==> src/rtl/bow_draw_ctrl.sv <==
// Bow draw/fire controller feeding bow_color: turns button, frame tick and game-active
// into the 4-bit bow_state, a one-cycle fire pulse with power, and the ammo count.
module bow_draw_ctrl #(
  parameter int FRAMES_PER_STAGE = 6,
  parameter int MIN_FIRE_STAGE   = 2,
  parameter int COOLDOWN_FRAMES  = 10,
  parameter int AMMO_MAX         = 16,
  parameter int AMMO_W           = 5
) (
  input  logic              i_clk,
  input  logic              i_reset,
  input  logic              i_frame_tick,
  input  logic              i_game_active,
  input  logic              i_draw_btn,
  input  logic              i_refill,
  output logic [3:0]        o_bow_state,
  output logic              o_arrow_fire,
  output logic [2:0]        o_arrow_power,
  output logic [AMMO_W-1:0] o_arrows_left
);

  localparam int CNT_MAX = (FRAMES_PER_STAGE > COOLDOWN_FRAMES) ? FRAMES_PER_STAGE
                                                                 : COOLDOWN_FRAMES;
  localparam int CNT_W = $clog2(CNT_MAX + 1);
  localparam logic [CNT_W-1:0]  STAGE_TICKS = CNT_W'(FRAMES_PER_STAGE);
  localparam logic [CNT_W-1:0]  COOL_TICKS  = CNT_W'(COOLDOWN_FRAMES);
  localparam logic [2:0]        FIRE_STAGE  = 3'(MIN_FIRE_STAGE);
  localparam logic [AMMO_W-1:0] AMMO_FULL   = AMMO_W'(AMMO_MAX);

  typedef enum logic [1:0] {
    S_OFF  = 2'd0,
    S_IDLE = 2'd1,
    S_DRAW = 2'd2,
    S_COOL = 2'd3
  } state_t;

  state_t            r_state;
  state_t            w_state_next;
  logic [2:0]        r_stage;
  logic [2:0]        w_stage_next;
  logic [CNT_W-1:0]  r_cnt;
  logic [CNT_W-1:0]  w_cnt_next;
  logic [CNT_W-1:0]  w_cnt_inc;
  logic              r_btn_prev;
  logic              w_press;
  logic              w_fire;
  logic [3:0]        r_bow_state;
  logic [3:0]        w_bow_next;
  logic              r_arrow_fire;
  logic [2:0]        r_arrow_power;
  logic [AMMO_W-1:0] r_arrows_left;

  assign w_press   = i_draw_btn & ~r_btn_prev;
  assign w_cnt_inc = r_cnt + 1'b1;

  // One frame counter is shared: it times draw stages in DRAW and the flash in COOL.
  always_comb begin
    w_state_next = r_state;
    w_stage_next = r_stage;
    w_cnt_next   = r_cnt;
    w_fire       = 1'b0;
    if (!i_game_active) begin
      w_state_next = S_OFF;
      w_stage_next = 3'd0;
      w_cnt_next   = '0;
    end else begin
      case (r_state)
        S_OFF: begin
          w_state_next = S_IDLE;
        end
        S_IDLE: begin
          if (w_press && (r_arrows_left != '0)) begin
            w_state_next = S_DRAW;
            w_stage_next = 3'd1;
            w_cnt_next   = '0;
          end
        end
        S_DRAW: begin
          if (!i_draw_btn) begin
            w_cnt_next   = '0;
            w_stage_next = 3'd0;
            if (r_stage >= FIRE_STAGE) begin
              w_state_next = S_COOL;
              w_fire       = 1'b1;
            end else begin
              w_state_next = S_IDLE;
            end
          end else if (i_frame_tick) begin
            if (w_cnt_inc == STAGE_TICKS) begin
              w_cnt_next = '0;
              if (r_stage != 3'd5) begin
                w_stage_next = r_stage + 3'd1;
              end
            end else begin
              w_cnt_next = w_cnt_inc;
            end
          end
        end
        S_COOL: begin
          if (i_frame_tick) begin
            if (w_cnt_inc == COOL_TICKS) begin
              w_state_next = S_IDLE;
              w_cnt_next   = '0;
            end else begin
              w_cnt_next = w_cnt_inc;
            end
          end
        end
        default: begin
          w_state_next = S_OFF;
        end
      endcase
    end
  end

  always_comb begin
    w_bow_next = 4'd0;
    case (w_state_next)
      S_OFF:   w_bow_next = 4'd0;
      S_IDLE:  w_bow_next = 4'd7;
      S_DRAW:  w_bow_next = {1'b0, w_stage_next};
      S_COOL:  w_bow_next = 4'd6;
      default: w_bow_next = 4'd0;
    endcase
  end

  always_ff @(posedge i_clk) begin
    if (i_reset) begin
      r_state       <= S_OFF;
      r_stage       <= 3'd0;
      r_cnt         <= '0;
      r_btn_prev    <= 1'b0;
      r_bow_state   <= 4'd0;
      r_arrow_fire  <= 1'b0;
      r_arrow_power <= 3'd0;
      r_arrows_left <= AMMO_FULL;
    end else begin
      r_state      <= w_state_next;
      r_stage      <= w_stage_next;
      r_cnt        <= w_cnt_next;
      r_btn_prev   <= i_draw_btn;
      r_bow_state  <= w_bow_next;
      r_arrow_fire <= w_fire;
      if (w_fire) begin
        r_arrow_power <= r_stage;
      end
      // Refill takes priority over a same-cycle shot.
      if (i_refill) begin
        r_arrows_left <= AMMO_FULL;
      end else if (w_fire && (r_arrows_left != '0)) begin
        r_arrows_left <= r_arrows_left - 1'b1;
      end
    end
  end

  assign o_bow_state   = r_bow_state;
  assign o_arrow_fire  = r_arrow_fire;
  assign o_arrow_power = r_arrow_power;
  assign o_arrows_left = r_arrows_left;

endmodule
==> config.mk <==
export PLATFORM = sky130hd
export DESIGN_NAME = bow_draw_ctrl
export DESIGN_NICKNAME = d
export VERILOG_FILES = /design/src/rtl/bow_draw_ctrl.sv
export SDC_FILE = /design/constraint.sdc
export NUM_CORES = 1
export LEC_CHECK = 0
export BUFFER_PORTS_ARGS = -buffer_cell sky130_fd_sc_hd__buf_4
export CORE_MARGIN = 10
export CORE_UTILIZATION = 60
export DETAILED_ROUTE_END_ITERATION = 10
export GPL_TIMING_DRIVEN = 0
export PLACE_DENSITY = 0.86
export SETUP_SLACK_MARGIN = 0.3
export SLEW_MARGIN = 20
export SYNTH_ARGS = -nofsm -noshare
export SYNTH_HDL_FRONTEND = slang
export SYNTH_SLANG_ARGS = --single-unit
==> constraint.sdc <==
create_clock -name i_clk -period 4.75 [get_ports i_clk]
set_input_delay 0.95 -clock i_clk [delete_from_list [all_inputs] [get_ports i_clk]]
set_output_delay 0.95 -clock i_clk [all_outputs]
set_load 0.05 [all_outputs]
# Word level (Yosys, flattened, before mapping)
# Cells that the tools add are included.
[classes]
reduce_logical = 9
add_sub_neg = 3
eq_ne = 12
n_mux = 26
n_bitwise = 3
n_lt_le_gt_ge = 1
[ops]
columns = ["operator", "n"]
rows = [
  ["two-way mux 4 bit", 6],
  ["two-way mux 3 bit", 6],
  ["case mux 4 bit (4 select lines)", 1],
  ["two-way mux 2 bit", 6],
  ["case mux 4 bit (3 select lines)", 1],
  ["equality test 2 bit (second input constant)", 4],
  ["case mux 2 bit (4 select lines)", 1],
  ["!= test 3 bit (second input constant)", 2],
  ["case mux 3 bit (2 select lines)", 1],
  ["nonzero test 5 bit", 1],
  ["subtractor 5 x 1 -> 5 bit (second input constant)", 1],
  ["adder 4 x 1 -> 4 bit (second input constant)", 1],
  ["equality test 2 x 1 -> 1 bit (second input constant)", 2],
  ["equality test 4 x 3 -> 1 bit (second input constant)", 1],
  ["equality test 4 bit (second input constant)", 1],
  ["zero test 2 bit", 2],
  ["two-way mux 1 bit", 4],
  ["!= test 2 bit (second input constant)", 2],
  ["AND reduction 4 bit", 1],
  ["OR reduction 2 bit", 2],
  ["adder 3 x 1 -> 3 bit (second input constant)", 1],
  ["greater-or-equal comparator 3 x 2 -> 1 bit (second input constant)", 1],
  ["nonzero test 3 bit", 1],
  ["logical AND 1 bit", 2],
  ["other kinds (2)", 3],
]
[word_totals]
in_bits = 6
out_inout_bits = 13
regBits = 23
wordCells = 62

# Depth between registers and ports, before layout
[logic_depth]
ltp_word = 8
ltp_mapped = 7

# Least setup slack after synthesis
# Ideal clock, no wire load.
[synth_path]
path_kind = "reg-to-reg"
start = "register r_arrows_left[0], in the netlist o_arrows_left[0]"
end = "register r_cnt[3]"
setup_time_ns = 0.070
setup_slack_ns = 2.434
path_stages_with_launch = 8
path_buffers = 0
arrival_time_ns = 2.246
path_cell_list = "dfxtp_1 > inv_1 > ha_1 > or4b_4 > a21boi_2 > a211o_1 > or4b_1 > a21oi_1"
[synth_between]
elab_chain_len = 4
[synth_rtl]
columns = ["element", "line_no", "source"]
rows = [
  ["start: declaration", "51", "logic [AMMO_W-1:0] r_arrows_left;"],
  ["start signal: assignment", "151", "r_arrows_left <= r_arrows_left - 1'b1;"],
  ["nonzero test 5 bit", "72", "if (w_press && (r_arrows_left != '0)) begin"],
  ["logical AND 1 bit", "72", ""],
  ["!= test 2 bit (no source line)", "-", ""],
  ["AND reduction 4 bit (no source line)", "-", ""],
  ["end signal: assignment", "140", "r_cnt <= w_cnt_next;"],
  ["end: declaration", "41", "logic [CNT_W-1:0] r_cnt;"],
]
# No other way between the ends.
# A chain may end at the register's enable or synchronous reset.

# Final worst setup path
[layout_path]
start = "register r_cnt[0]"
end = "register r_bow_state[1], in the netlist o_bow_state[1]"
[layout_between]
elab_chain_len = 8
elab_cells_between_ends = 17
[layout_rtl]
columns = ["element", "line_no", "source"]
rows = [
  ["adder 4 x 1 -> 4 bit (*)", "54", "assign w_cnt_inc = r_cnt + 1'b1;"],
  ["equality test 4 bit or equality test 4 x 3 -> 1 bit (tied branches)", "101, 89", ""],
  ["two-way mux 2 bit or two-way mux 3 bit (tied branches)", "101, 89", ""],
  ["two-way mux 2 bit or two-way mux 3 bit (tied branches)", "100, 88", ""],
  ["case mux 2 bit (4 select lines) or two-way mux 3 bit (tied branches)", "67, 79", ""],
  ["two-way mux 2 bit or case mux 3 bit (2 select lines) (tied branches)", "62, 67", ""],
  ["equality test 2 bit (tied with other cells)", "118", "case (w_state_next)"],
  ["case mux 4 bit (4 select lines) (*)", "118", ""],
  ["end signal: assignment", "142", "r_bow_state <= w_bow_next;"],
  ["end: declaration", "47", "logic [3:0] r_bow_state;"],
]
# Mark *: on every way between the ends. The rest lies on a longest branch, timed or not. The select of a mux whose other input is x is not followed.

==> results.py <==
metrics = {
    "outcome": {
        "status": "complete, no violations",
    },
    "yosys": {
        "synth_nets": 167,
        "synth-simple-area-share": 0.246,
        "synth_edf_count": 0,
        "synth_cell_type_count": 48,
        "synth_top_family_by_area": "simple AND/OR/NAND/NOR gates",
        "synthAdderAreaFrac": 0.104,
        "yosys-mux-area-fraction": 0.0227,
        "synth-compound-area-share": 0.225,
        "synth_most_common_cell": "dfxtp_1",
        "yosys.area_share.xor_xnor": 0.0265,
        "syn_inst": 150,
        "yosysSeqAreaShare": 0.333,
        "synthFlopType": "dfxtp_1",
        "synth_commonest_cells": "dfxtp_1 (22), ha_1 (11), inv_1 (11), nor2_1 (10), nand2_1 (9)",
        "ys_top_cells_by_area": "dfxtp_1 (33%), ha_1 (10%), nor2b_1 (3.8%)",
        "avgSynthCellArea_sq_um": 8.82,
        "syn_area_sq_um": 1320,
        "async_flop_share": 0,
        "ys_seq_elements": 22,
        "yosys.area.top_type": "dfxtp_1",
        "yosysWarnings": 0,
        "synth_top_area_frac": 0.333,
    },
    "global_routing": {
        "grt_max_degree": 14,
        "antenna_found_initial": 0,
        "globalRoute.totalOverflow": 0,
        "grt_pass1_wl_microns": 5240,
        "grt.total_usage": 0.146,
        "grt_pass1_vias": 1090,
    },
    "worst_setup_path": {
        "worst_path_max_delay_cell": "o311ai_0",
        "required_ns": 5.02,
        "crit_chain": "ha_1 > o21ai_0 > nand3_1 > o311ai_0 > a31o_1",
        "path_buf_inv": 0,
        "cp-end-kind": "flop",
        "crit_arrival_ns": 2.64,
        "crit_fanout": 8,
        "start_kind": "flop",
        "crit_type": "flop to flop",
        "critPathMaxStageDelay_ns": 0.63,
        "crit_family": "compound AO/OA/AOI/OAI gates",
    },
    "hold_path": {
        "hp-class": "flop to flop",
    },
    "timing": {
        "setup_violations": 0,
        "hold_viol": 0,
        "skew_ns": 0.00180,
        "max_slew_margin": 0.571,
        "period_share": 0.498,
        "slew_violations": 0,
        "rsz0062_at_grt": "no",
        "fin_setup_tns_ns": 0,
        "fin_crit_ns": 2.37,
        "worst_pin_slew_ns": 0.636,
        "max_freq_ghz": 0.423,
    },
    "power": {
        "p_per_area_nw_per_um2": 239,
        "leakagePower_nw": 0.663,
        "vdd_ir_drop_max_mv": 0.325,
    },
    "placement": {
        "gp_congestion": 0.832,
        "io_buffers": 17,
        "dpl-instance-area_sq_um": 1480,
        "hpwl_microns": 2400,
    },
    "clocking": {
        "cts_buffers": 3,
        "path_clk_slew_ns": 0.12,
        "clockBufferDepth": 2,
        "cts.sinks": 22,
        "cts_hold_buffers": 0,
        "cts-root-buf": "clkbuf_4",
        "cts_resized": 0,
        "clk_latency_ns": 0.31,
        "cts_tree": "done",
        "post_cts.repair.setup_buffers": 0,
        "htree_levels": 1,
    },
    "floorplan": {
        "row_count": 16,
        "die_w_microns": 67.0,
        "io_pins": 19,
        "core-area_sq_um": 2020,
        "die_area_sq_um": 4480,
        "die_y_microns": 67.0,
        "start_util": 0.654,
    },
    "final_layout": {
        "fin_area_sq_um": 1540,
        "fillers": 152,
        "nets": 189,
        "diodes": 0,
        "drive_gt1_frac": 0.164,
        "area_growth_pct": 16.2,
    },
    "routing": {
        "postRouteAntennaNets": 0,
        "drt-pass1-iter-count": 4,
        "vias": 1191,
        "wire_per_inst_microns": 16.0,
        "via_per_inst": 6.02,
        "drt_drc_violations_left": 0,
        "wirelength_microns": 3160,
        "drt_iter0_drc": 61,
    },
    "flow_run": {
        "maxCapViolCount": 0,
    },
}
area by class of cell:
class | instances | area (sq um) | share of cell area
timing repair buffer | 17 | 128 | 0.0831
clock buffer | 3 | 22.5 | 0.0147
sequential | 22 | 440 | 0.287
multi-input combinational | 115 | 830 | 0.540
tap | 27 | 33.8 | 0.0220
inverter | 11 | 41.3 | 0.0269
clock inverter | 1 | 30.0 | 0.0195
buffer | 2 | 11.3 | 0.00733
layer usage:
metal,share of wire,vias to the layer above,GRT usage
met5,0,-,0
met4,0.0089,0,0.0385
met3,0.083,5,0.0452
met2,0.47,36,0.236
met1,0.44,550,0.183
li1,-,600,-
worst register-to-register path: stages (launching register included):
cell	delay, ns
dfxtp_1	0.39
ha_1	0.31
o21ai_0	0.54
nand3_1	0.22
o311ai_0	0.63
a31o_1	0.23
placed cells by master (no fill, tap or decap), types with 3 or more instances in the layout:
master	synthesis	final
a21oi_1	5	5
o21ai_0	4	4
nor2b_1	8	8
inv_1	11	11
ha_1	11	11
nand3_1	4	4
nor3_1	6	6
and2_1	5	5
nor2_1	10	10
mux2i_1	3	3
and3_1	3	3
buf_4	1	18
nand2_1	9	9
a31oi_1	3	3
a211o_1	3	3
dfxtp_1	22	22
clkbuf_4	0	3
path summary, 6_finish.rpt:
path	startpoint	to	slack [ns]	cells past startpoint
worst min-delay path	o_arrow_power[1]$_SDFFE_PP0P_	o_arrow_power[1]$_SDFFE_PP0P_	0.52	2
worst max register to register	r_cnt[0]$_SDFFE_PP0P_	o_bow_state[1]$_SDFF_PP0_	2.38	5
worst min register to register	o_arrow_power[1]$_SDFFE_PP0P_	o_arrow_power[1]$_SDFFE_PP0P_	0.52	2
worst max-delay path	r_cnt[0]$_SDFFE_PP0P_	o_bow_state[1]$_SDFF_PP0_	2.38	5
flip-flops by register name, summed over array words and instances, names as in the netlist:
name,flops
r_btn_prev,1
o_arrows_left,5
r_state,2
o_arrow_fire,1
o_arrow_power,3
o_bow_state,3
r_cnt,4
r_stage,3
where the power goes:
part	leakage (nW)	internal, W	switching (W)
clock	0.0279	0.0000854	0.0000598
sequential	0.178	0.000187	0.00000135
combinational	0.457	0.0000114	0.0000218
total	0.663	0.000284	0.0000830
cells by family after synthesis:
logic type / Yosys count
AOI/OAI and AO/OA: 38
xor gates and xnor gates: 4
adders and majority gates: 11
buffers and inverters: 13
DFF: 22
muxes: 3
other: 1
and+or+nand+nor: 58
metrics by stage:
stage	total power, W	utilization	setup slack (ns)	cells	hold slack, ns
6_report	0.000367	0.760	2.38	198	0.518
5_1_grt	0.000375	0.760	2.21	198	0.563
4_1_cts	0.000365	0.760	2.44	198	0.523
3_5_place_dp	0.000225	0.734	2.22	194	0.494
3_3_place_gp	0.000223	0.734	2.32	194	0.475
2_1_floorplan	0.000213	-	2.43	150	0.495
Note: power is estimated with default switching activity, not from simulation.
